--- src/rtl/cipher_input_loader.sv ---
// ---------------------------------------------------------------------------
// cipher_input_loader
//   Beat-serial loader. It assembles a plaintext block and a key from narrow
//   input beats and hands them to the block-cipher core. The first beat
//   accepted lands in the MSBs of each assembled word.
//
//   Optional build macro: LOADER_TIMEOUT_EN. When it is defined, a LOAD that
//   sees TIMEOUT consecutive idle cycles is abandoned and err pulses for one
//   cycle. When it is undefined, err is tied to 0.
//
// Ports
//   clk, reset     clock; synchronous active-high reset
//   start          begin a new load (sampled in IDLE only)
//   key_load       sampled with start: 1 = reload key, 0 = keep key_out
//   din, kin       plaintext / key beats
//   in_valid       beat valid
//   in_ready       loader accepts beats (state LOAD)
//   data_out       assembled block
//   key_out        assembled key
//   out_valid      block/key complete and held
//   out_ready      consumer accepts the block
//   busy           state != IDLE
//   err            one-cycle timeout pulse
// ---------------------------------------------------------------------------
module cipher_input_loader #(
    parameter int DIN_W   = 4,
    parameter int KIN_W   = 8,
    parameter int BLK_W   = 32,
    parameter int KEY_W   = 64,
    parameter int TIMEOUT = 255
) (
    input  logic             clk,
    input  logic             reset,
    input  logic             start,
    input  logic             key_load,
    input  logic [DIN_W-1:0] din,
    input  logic [KIN_W-1:0] kin,
    input  logic             in_valid,
    output logic             in_ready,
    output logic [BLK_W-1:0] data_out,
    output logic [KEY_W-1:0] key_out,
    output logic             out_valid,
    input  logic             out_ready,
    output logic             busy,
    output logic             err
);
    localparam int DATA_BEATS = BLK_W / DIN_W;
    localparam int KEY_BEATS  = KEY_W / KIN_W;
    localparam int DCW        = $clog2(DATA_BEATS + 1);
    localparam int KCW        = $clog2(KEY_BEATS + 1);
    localparam logic [DCW-1:0] D_LAST = DCW'(DATA_BEATS);
    localparam logic [KCW-1:0] K_LAST = KCW'(KEY_BEATS);

    typedef enum logic [1:0] {IDLE, LOAD, HOLD} state_t;

    state_t           state, state_n;
    logic [DCW-1:0]   dcnt, dcnt_n;
    logic [KCW-1:0]   kcnt, kcnt_n;
    logic             kl, kl_n;
    logic [BLK_W-1:0] data_n;
    logic [KEY_W-1:0] key_n;
    logic             err_n;
    logic             accept;

`ifdef LOADER_TIMEOUT_EN
    localparam int ICW = $clog2(TIMEOUT + 1);
    localparam logic [ICW-1:0] I_LAST = ICW'(TIMEOUT - 1);
    logic [ICW-1:0]   idle_cnt, idle_n;
`endif

    always_comb begin
        state_n = state;
        data_n  = data_out;
        key_n   = key_out;
        dcnt_n  = dcnt;
        kcnt_n  = kcnt;
        kl_n    = kl;
        err_n   = 1'b0;
        accept  = 1'b0;
`ifdef LOADER_TIMEOUT_EN
        idle_n  = idle_cnt;
`endif
        case (state)
            IDLE: begin
                // Beats presented alongside start are ignored.
                if (start) begin
                    state_n = LOAD;
                    data_n  = '0;
                    dcnt_n  = '0;
                    kl_n    = key_load;
                    if (key_load) begin
                        key_n  = '0;
                        kcnt_n = '0;
                    end
`ifdef LOADER_TIMEOUT_EN
                    idle_n = '0;
`endif
                end
            end
            LOAD: begin
                accept = in_valid && in_ready;
                if (accept) begin
                    // Each side saturates at its own beat count, so unequal
                    // counts just let the longer side keep filling.
                    if (dcnt < D_LAST) begin
                        data_n = {data_out[BLK_W-DIN_W-1:0], din};
                        dcnt_n = dcnt + 1'b1;
                    end
                    if (kl && (kcnt < K_LAST)) begin
                        key_n  = {key_out[KEY_W-KIN_W-1:0], kin};
                        kcnt_n = kcnt + 1'b1;
                    end
                    if ((dcnt_n == D_LAST) && (!kl || (kcnt_n == K_LAST)))
                        state_n = HOLD;
`ifdef LOADER_TIMEOUT_EN
                    idle_n = '0;
`endif
                end
`ifdef LOADER_TIMEOUT_EN
                else if (idle_cnt == I_LAST) begin
                    // This stall is the TIMEOUT-th: abandon the partial load.
                    state_n = IDLE;
                    data_n  = '0;
                    key_n   = '0;
                    dcnt_n  = '0;
                    kcnt_n  = '0;
                    idle_n  = '0;
                    err_n   = 1'b1;
                end else begin
                    idle_n = idle_cnt + 1'b1;
                end
`endif
            end
            HOLD: begin
                // start is ignored here, even if it coincides with out_ready.
                if (out_ready)
                    state_n = IDLE;
            end
            default: state_n = IDLE;
        endcase
    end

    // Every output is registered; the flags are decoded from the next state
    // so that they line up with the state register.
    always_ff @(posedge clk) begin
        if (reset) begin
            state     <= IDLE;
            data_out  <= '0;
            key_out   <= '0;
            dcnt      <= '0;
            kcnt      <= '0;
            kl        <= 1'b0;
            in_ready  <= 1'b0;
            out_valid <= 1'b0;
            busy      <= 1'b0;
            err       <= 1'b0;
`ifdef LOADER_TIMEOUT_EN
            idle_cnt  <= '0;
`endif
        end else begin
            state     <= state_n;
            data_out  <= data_n;
            key_out   <= key_n;
            dcnt      <= dcnt_n;
            kcnt      <= kcnt_n;
            kl        <= kl_n;
            in_ready  <= (state_n == LOAD);
            out_valid <= (state_n == HOLD);
            busy      <= (state_n != IDLE);
            err       <= err_n;
`ifdef LOADER_TIMEOUT_EN
            idle_cnt  <= idle_n;
`endif
        end
    end

endmodule

--- config.mk ---
export PLATFORM = sky130hd
export DESIGN_NAME = cipher_input_loader
export DESIGN_NICKNAME = d
export VERILOG_FILES = /design/src/rtl/cipher_input_loader.sv
export SDC_FILE = /design/constraint.sdc
export NUM_CORES = 1
export LEC_CHECK = 0
export BUFFER_PORTS_ARGS = -buffer_cell sky130_fd_sc_hd__buf_2
export CAP_MARGIN = 10
export CELL_PAD_IN_SITES_DETAIL_PLACEMENT = 0
export CELL_PAD_IN_SITES_GLOBAL_PLACEMENT = 1
export CORE_MARGIN = 5
export CORE_UTILIZATION = 40
export DETAILED_ROUTE_END_ITERATION = 7
export GPL_TIMING_DRIVEN = 0
export PLACE_DENSITY = 0.83
export SKIP_LAST_GASP = 1
export SLEW_MARGIN = 20
export SYNTH_ARGS = -nofsm -noshare
export SYNTH_HDL_FRONTEND = slang
export SYNTH_SLANG_ARGS = --single-unit
export TNS_END_PERCENT = 5
--- constraint.sdc ---
create_clock -name clk -period 3.5 [get_ports clk]
set_input_delay 0.175 -clock clk [delete_from_list [all_inputs] [get_ports clk]]
set_output_delay 0.175 -clock clk [all_outputs]
set_load 0.1 [all_outputs]
==> impl_metrics.yaml, run 1 <==
run_status:
  status: "completed"
finish:
  final-seq-area_um2: 2200
  drive_above_1_share: 0.236
  nets: 659
  multi_input_area_um2: 1770
  fin_util: 0.499
  syn2layout_area_growth_pct: 22.0
  diodes: 0
  layout_commonest_cell: "buf_2"
  final_cell_mix: "buf_2, dfxtp_1, a21oi_1"
  fill_cells: 1035
timing:
  hold_viol: 0
  setup_violations: 0
  max_freq_mhz: 520
  drv_slew: 0
  maxSlewHeadroom: 0.545
  finClkSkew_ns: 0.0109
  tightestPinTransition_ns: 0.674
  layout_setup_ws_ns: 1.58
  tns_ns: 0
  timing.final.crit_share: 0.550
  fin_crit_ns: 1.92
  grt_setup_unrepaired: "false"
worst_setup_path:
  crit_slowest_cell: "a221oi_2"
  end_kind: "register"
  start_kind: "register"
  criticalPathCategory: "reg -> reg"
  slowest_delay_ns: 0.51
  r2r_cells: 5
  critPathMaxFanout: 10
  crit_chain: "nand3_2 > a221oi_2 > clkbuf_1 > nand3_1 > a21oi_1"
  arrival_ns: 2.22
  required_ns: 3.79
yosys:
  synthMuxAreaShare: 0
  yosysUniqueCellTypes: 36
  synth-main-ff-cell: "dfxtp_1"
  ys_seq_area_frac: 0.522
  yosysTopAreaCell: "dfxtp_1"
  synth.area.top_cells: "dfxtp_1, a21oi_1, nand3_1"
  synthCells: 513
  synth_edf_count: 0
  synth_xor_area_frac: 0.00208
  yosys.area_share.adder: 0.00593
  syn-num-nets: 533
  synth-async-reset-ratio: 0
  ys_ff_latch: 110
  synth-simple-area-share: 0.245
  synth_compound_area_frac: 0.165
  syn_avg_cell_area_um2: 8.23
  synth_top_area_frac: 0.522
  synth_top_family_by_area: "simple AND/OR/NAND/NOR gates"
  syn_area_um2: 4220
  ys_warn_count: 0
clocking:
  clockBufferDepth: 2
  ctsHoldBuffers: 0
  cts_buffers: 9
  cts_num_sinks: 110
  htree_levels: 3
  cts_resized: 0
  insertion_delay_ns: 0.36
  clk_pin_slew_ns: 0.11
  cts_tree: "done"
  post-cts-setup-buffer-count: 0
  cts-root-buf: "clkbuf_8"
floorplan:
  dieArea_um2: 12700
  die_x_um: 113
  coreArea_um2: 10300
  io_pins: 118
  start_util: 0.409
  die_h_um: 113
  rows: 37
detailed_routing:
  vias: 4034
  drc: 0
  viasPerCell: 5.17
  drt_iter0_drc: 284
  dr.pass1.iters: 4
  ant_nets: 0
  post_drt_wl_per_cell_um: 15.3
  wirelength_um: 12000
power:
  ir_worst_vdd_v: 0.000248
  powerDensity_nw_per_um2: 428
  power.leakage_nw: 2.03
grt:
  grt_max_degree: 19
  grt_pass1_vias: 3759
  antenna_found_initial: 0
  grt-ovfl-total: 0
  grt_pass1_wl_um: 19100
  grt.total_usage: 0.183
min_path:
  whs_path_depth: 3
  hold_path.class: "in -> reg"
place:
  hpwl_um: 8870
  dp_slack_ns: 1.61
  io_buffers: 115
  routabilityCongestion: 0.805
job:
  cap_violations: 0
[state kept, by name, indices dropped and copies added (netlist names)]
name and flops:
kl 1, busy 1, data_out 32, kcnt 4
in_ready 1, state 2, key_out 64, dcnt 4
out_valid 1
[cell usage after synthesis (2+ instances only)]
library cell	instances
a311oi_1	3
nand2b_1	5
a31oi_1	2
buf_4	2
nor2_1	11
buf_2	8
inv_1	2
nand2_1	101
nand3_1	98
a221o_1	3
buf_6	6
a32oi_1	2
a31o_2	2
nand3b_1	3
a21oi_1	103
ha_1	2
nor2b_1	2
dfxtp_1	110
nor4_1	2
clkbuf_1	30
[logic make-up after synthesis]
group	Yosys count
xor+xnor	1
buf+inv	49
flops	110
other cells	1
fa+ha+maj	2
simple gates	228
compound gates	122
[power breakdown]
group	internal [mW]	switching, mW	total (mW)	leakage, nW
clock	0.287	0.440	0.727	0.0918
combinational	0.0465	0.166	0.212	1.05
sequential	1.26	0.00667	1.26	0.887
[worst max-delay path: cells and delay by family, from the launching register on]
| kind | cells | cell delay [ns] |
|---|---|---|
| AOI/OAI and AO/OA | 2 | 0.66 |
| buffers and inverters | 1 | 0.43 |
| DFF | 1 | 0.42 |
| and+or+nand+nor | 2 | 0.36 |
[cell type report]
type / instances / area share
Buffer: 47 / 0.0464
Sequential cell: 110 / 0.428
Tap cell: 136 / 0.0330
Inverter: 2 / 0.00146
Clock inverter: 5 / 0.00802
Multi-Input combinational cell: 354 / 0.344
Timing Repair Buffer: 115 / 0.112
Clock buffer: 11 / 0.0275
[final timing paths]
kind,startpoint,endpoint,slack [ns]
setup / recovery,state[0],data_out[3],1.58
setup reg to reg,state[0],data_out[3],1.58
hold reg to reg,key_out[63],key_out[63],0.45
hold / removal,din[2],data_out[2],0.05
[metrics by stage]
step,power [mW],cells,hold slack [ns],cell area [um2]
6_report,2.20,780,0.0543,5150
4_1_cts,2.22,780,0.0352,5150
5_1_grt,2.29,780,0.0409,5150
2_1_floorplan,1.45,513,0.325,4220
3_3_place_gp,1.50,764,0.432,4970
3_5_place_dp,1.51,764,0.438,4970
[routing by layer]
layer | wire length, um | GRT usage
met5 | 0 | 0
met4 | 216 | 0.0601
met3 | 712 | 0.0471
met2 | 5700 | 0.295
met1 | 5340 | 0.240
(Power assumes the default switching activity.)
==> inputs of run 2 (changes only) <==
- ABC_AREA: default -> 1
- CORE_UTILIZATION: 40 -> 37
- PLACE_DENSITY: 0.83 -> 0.79
- clock period: 3.5 -> 1.8 ns (I/O delays scaled with it)
==> run 2 against run 1 <==
Final cell count is 5.1% higher. First-iteration DRC count is 6.7% higher. Register-to-register slack lost 1.5 ns. Sequential power rose by 97%. Clock skew down 0.0026 ns. Utilization is 2.0 points lower. Setup slack got worse by 1.5 ns.
==> impl_metrics.yaml, run 2 <==
run_status:
  status: "completed"
finish:
  layout_commonest_cell: "nand2_1"
  diodes: 0
  drive_above_1_share: 0.247
  nets: 692
  syn2layout_area_growth_pct: 27.8
  stdcell_area_um2: 5420
  stdcell_count: 820
  regMostFlops: "key_out"
  top_regs: "key_out x64, data_out x32"
  final_cell_mix: "nand2_1, buf_2, dfxtp_1"
  final-seq-area_um2: 2200
  fill_cells: 1155
  multi_input_area_um2: 1750
  largest_register_ff_count: 64
  fin_util: 0.478
worst_setup_path:
  cp_common_cell: "nand2_1"
  r2r-start: "state[1]"
  reg2reg_slack_ns: 0.12
  crit_chain: "nor2_1 > nand2_1 > o21ai_4 > buf_4 > o21ai_1 > clkbuf_4 > nand2_1 > a21oi_1"
  end_kind: "register"
  rr_endpoint: "data_out[3]"
  crit_slowest_cell: "dfxtp_1"
  r2r_cells: 8
  slowest_delay_ns: 0.40
  start_kind: "register"
  criticalPathCategory: "reg -> reg"
  critPathTopFamily: "compound AO/OA/AOI/OAI gates"
  worst-path-buf-inv: 2
  critPathMaxFanout: 10
  arrival_ns: 1.96
  required_ns: 2.08
detailed_routing:
  drt_iter0_drc: 303
  drc: 0
  post_drt_wl_per_cell_um: 14.6
  ant_nets: 0
  wirelength_um: 12000
  dr.pass1.iters: 5
  viasPerCell: 5.10
  vias: 4183
min_path:
  holdPathEnd: "key_out[0]"
  whs_path_depth: 3
  hold_start: "kin[0]"
  hold_path.class: "in -> reg"
timing:
  max_freq_mhz: 595
  tightestPinTransition_ns: 0.548
  drv_slew: 0
  finClkSkew_ns: 0.00829
  timing.final.crit_share: 0.934
  grt_setup_unrepaired: "true"
  hold_viol: 0
  maxSlewHeadroom: 0.635
  tns_ns: 0
  setup_violations: 0
  fin_crit_ns: 1.68
yosys:
  yosysMostFrequentCell: "nand2_1"
  ys_ff_latch: 110
  ys_seq_area_frac: 0.520
  syn_area_um2: 4240
  syn_avg_cell_area_um2: 7.92
  yosysUniqueCellTypes: 26
  synth_edf_count: 0
  synth_top_area_frac: 0.520
  synth-main-ff-cell: "dfxtp_1"
  ys_top_cells_by_count: "nand2_1, dfxtp_1, a21oi_1, nand3_1, clkbuf_1"
  synth.area.top_cells: "dfxtp_1, a21oi_1, nand2_1"
  synth-async-reset-ratio: 0
  synthCells: 535
  ys_warn_count: 0
  yosysTopAreaCell: "dfxtp_1"
  syn-num-nets: 555
clocking:
  cts_tree: "done"
  clockBufferDepth: 2
  cts_num_sinks: 110
  clk_pin_slew_ns: 0.07
  cts-root-buf: "clkbuf_16"
  insertion_delay_ns: 0.35
  cts_buffers: 9
  htree_levels: 3
power:
  ir_worst_vdd_v: 0.000443
  clock_power_share: 0.387
  p_total_mw: 4.95
  p_switching_mw: 1.38
  pwr-share-comb: 0.112
  power.leakage_nw: 2.22
  intPower_mw: 3.57
  switching_share: 0.278
  seqPwrFrac: 0.501
  powerDensity_nw_per_um2: 914
place:
  dp_cells: 794
  io_buffers: 116
  hpwl_um: 8820
  routabilityCongestion: 0.792
  place_area_um2: 5000
floorplan:
  start_util: 0.374
  dieArea_um2: 13700
  die_h_um: 117
  rows: 39
  coreArea_um2: 11300
  io_pins: 118
  die_x_um: 117
grt:
  grt.total_usage: 0.176
  grt_pass1_vias: 3796
  grt_pass1_wl_um: 19100
  grt_max_degree: 20
  antenna_found_initial: 0
  grt-ovfl-total: 0
job:
  cap_violations: 0
==> run 2: worst max-delay path by stage <==
stage | endpoint | start | cells past startpoint | slack [ns]
6_report | data_out[3] | state[1] | 8 | 0.12
4_1_cts | key_out[34] | state[0] | 9 | -0.02
2_1_floorplan | key_out[10] | in_ready | 8 | 0.007
3_3_place_gp | key_out[61] | state[0] | 10 | -0.08
3_5_place_dp | key_out[61] | state[0] | 10 | -0.1
5_1_grt | data_out[30] | state[1] | 8 | -0.05
==> run 2: area by class of cell <==
| class | instances | share of cell area |
|---|---|---|
| Sequential cell | 110 | 0.407 |
| Multi-Input combinational cell | 363 | 0.324 |
| Timing Repair Buffer | 126 | 0.124 |
| Buffer | 46 | 0.0478 |
| Clock buffer | 10 | 0.0423 |
| Tap cell | 143 | 0.0330 |
| Inverter | 16 | 0.0118 |
| Clock inverter | 6 | 0.0104 |
==> run 2: worst min-delay path: stages <==
cell	delay [ns]
buf_2	0.10
nand3_1	0.07
a21oi_1	0.05
==> run 2: repair_timing <==
item                                    CTS  global route
pin swaps                                 1             2
gates cloned                              0             0
buffers inserted                          3             1
endpoints found under the setup margin   72           101
hold endpoints to repair                  6             0
gates resized for setup                   8            22
hold buffers                              6             0
==> run 2: kinds of logic after synthesis <==
kind of cell | share of synthesized area
other | 0.000885
flip-flops | 0.520
AO/OA/AOI/OAI | 0.143
buffers and inverters | 0.0688
adder cells (fa/ha/maj) | 0.00590
AND/OR/NAND/NOR | 0.258
XOR/XNOR | 0.00413
==> run 2: per-stage QoR <==
step / worst slack, ns / hold slack, ns
floorplan: 0.00691 / 0.250
global placement: -0.0789 / 0.361
detailed placement: -0.0963 / 0.363
CTS: -0.0216 / 0.000507
global route: -0.0531 / 0.00898
finish: 0.119 / 0.00975
==> run 2: routing by layer <==
metal / vias to the layer above / global-route usage / routed length, um
li1: 2106 / - / -
met1: 1927 / 0.232 / 5370
met2: 133 / 0.280 / 5670
met3: 17 / 0.0504 / 770
met4: 0 / 0.0535 / 160
met5: - / 0 / 0
==> run 2: power by group through the flow <==
stage	Combinational (mW)	Clock [mW]	Sequential [mW]
CTS	0.543	1.95	2.48
finish	0.554	1.92	2.48
global route	0.603	2.08	2.48
floorplan	0.298	0	2.62
detailed placement	0.516	0	2.54
global placement	0.512	0	2.54
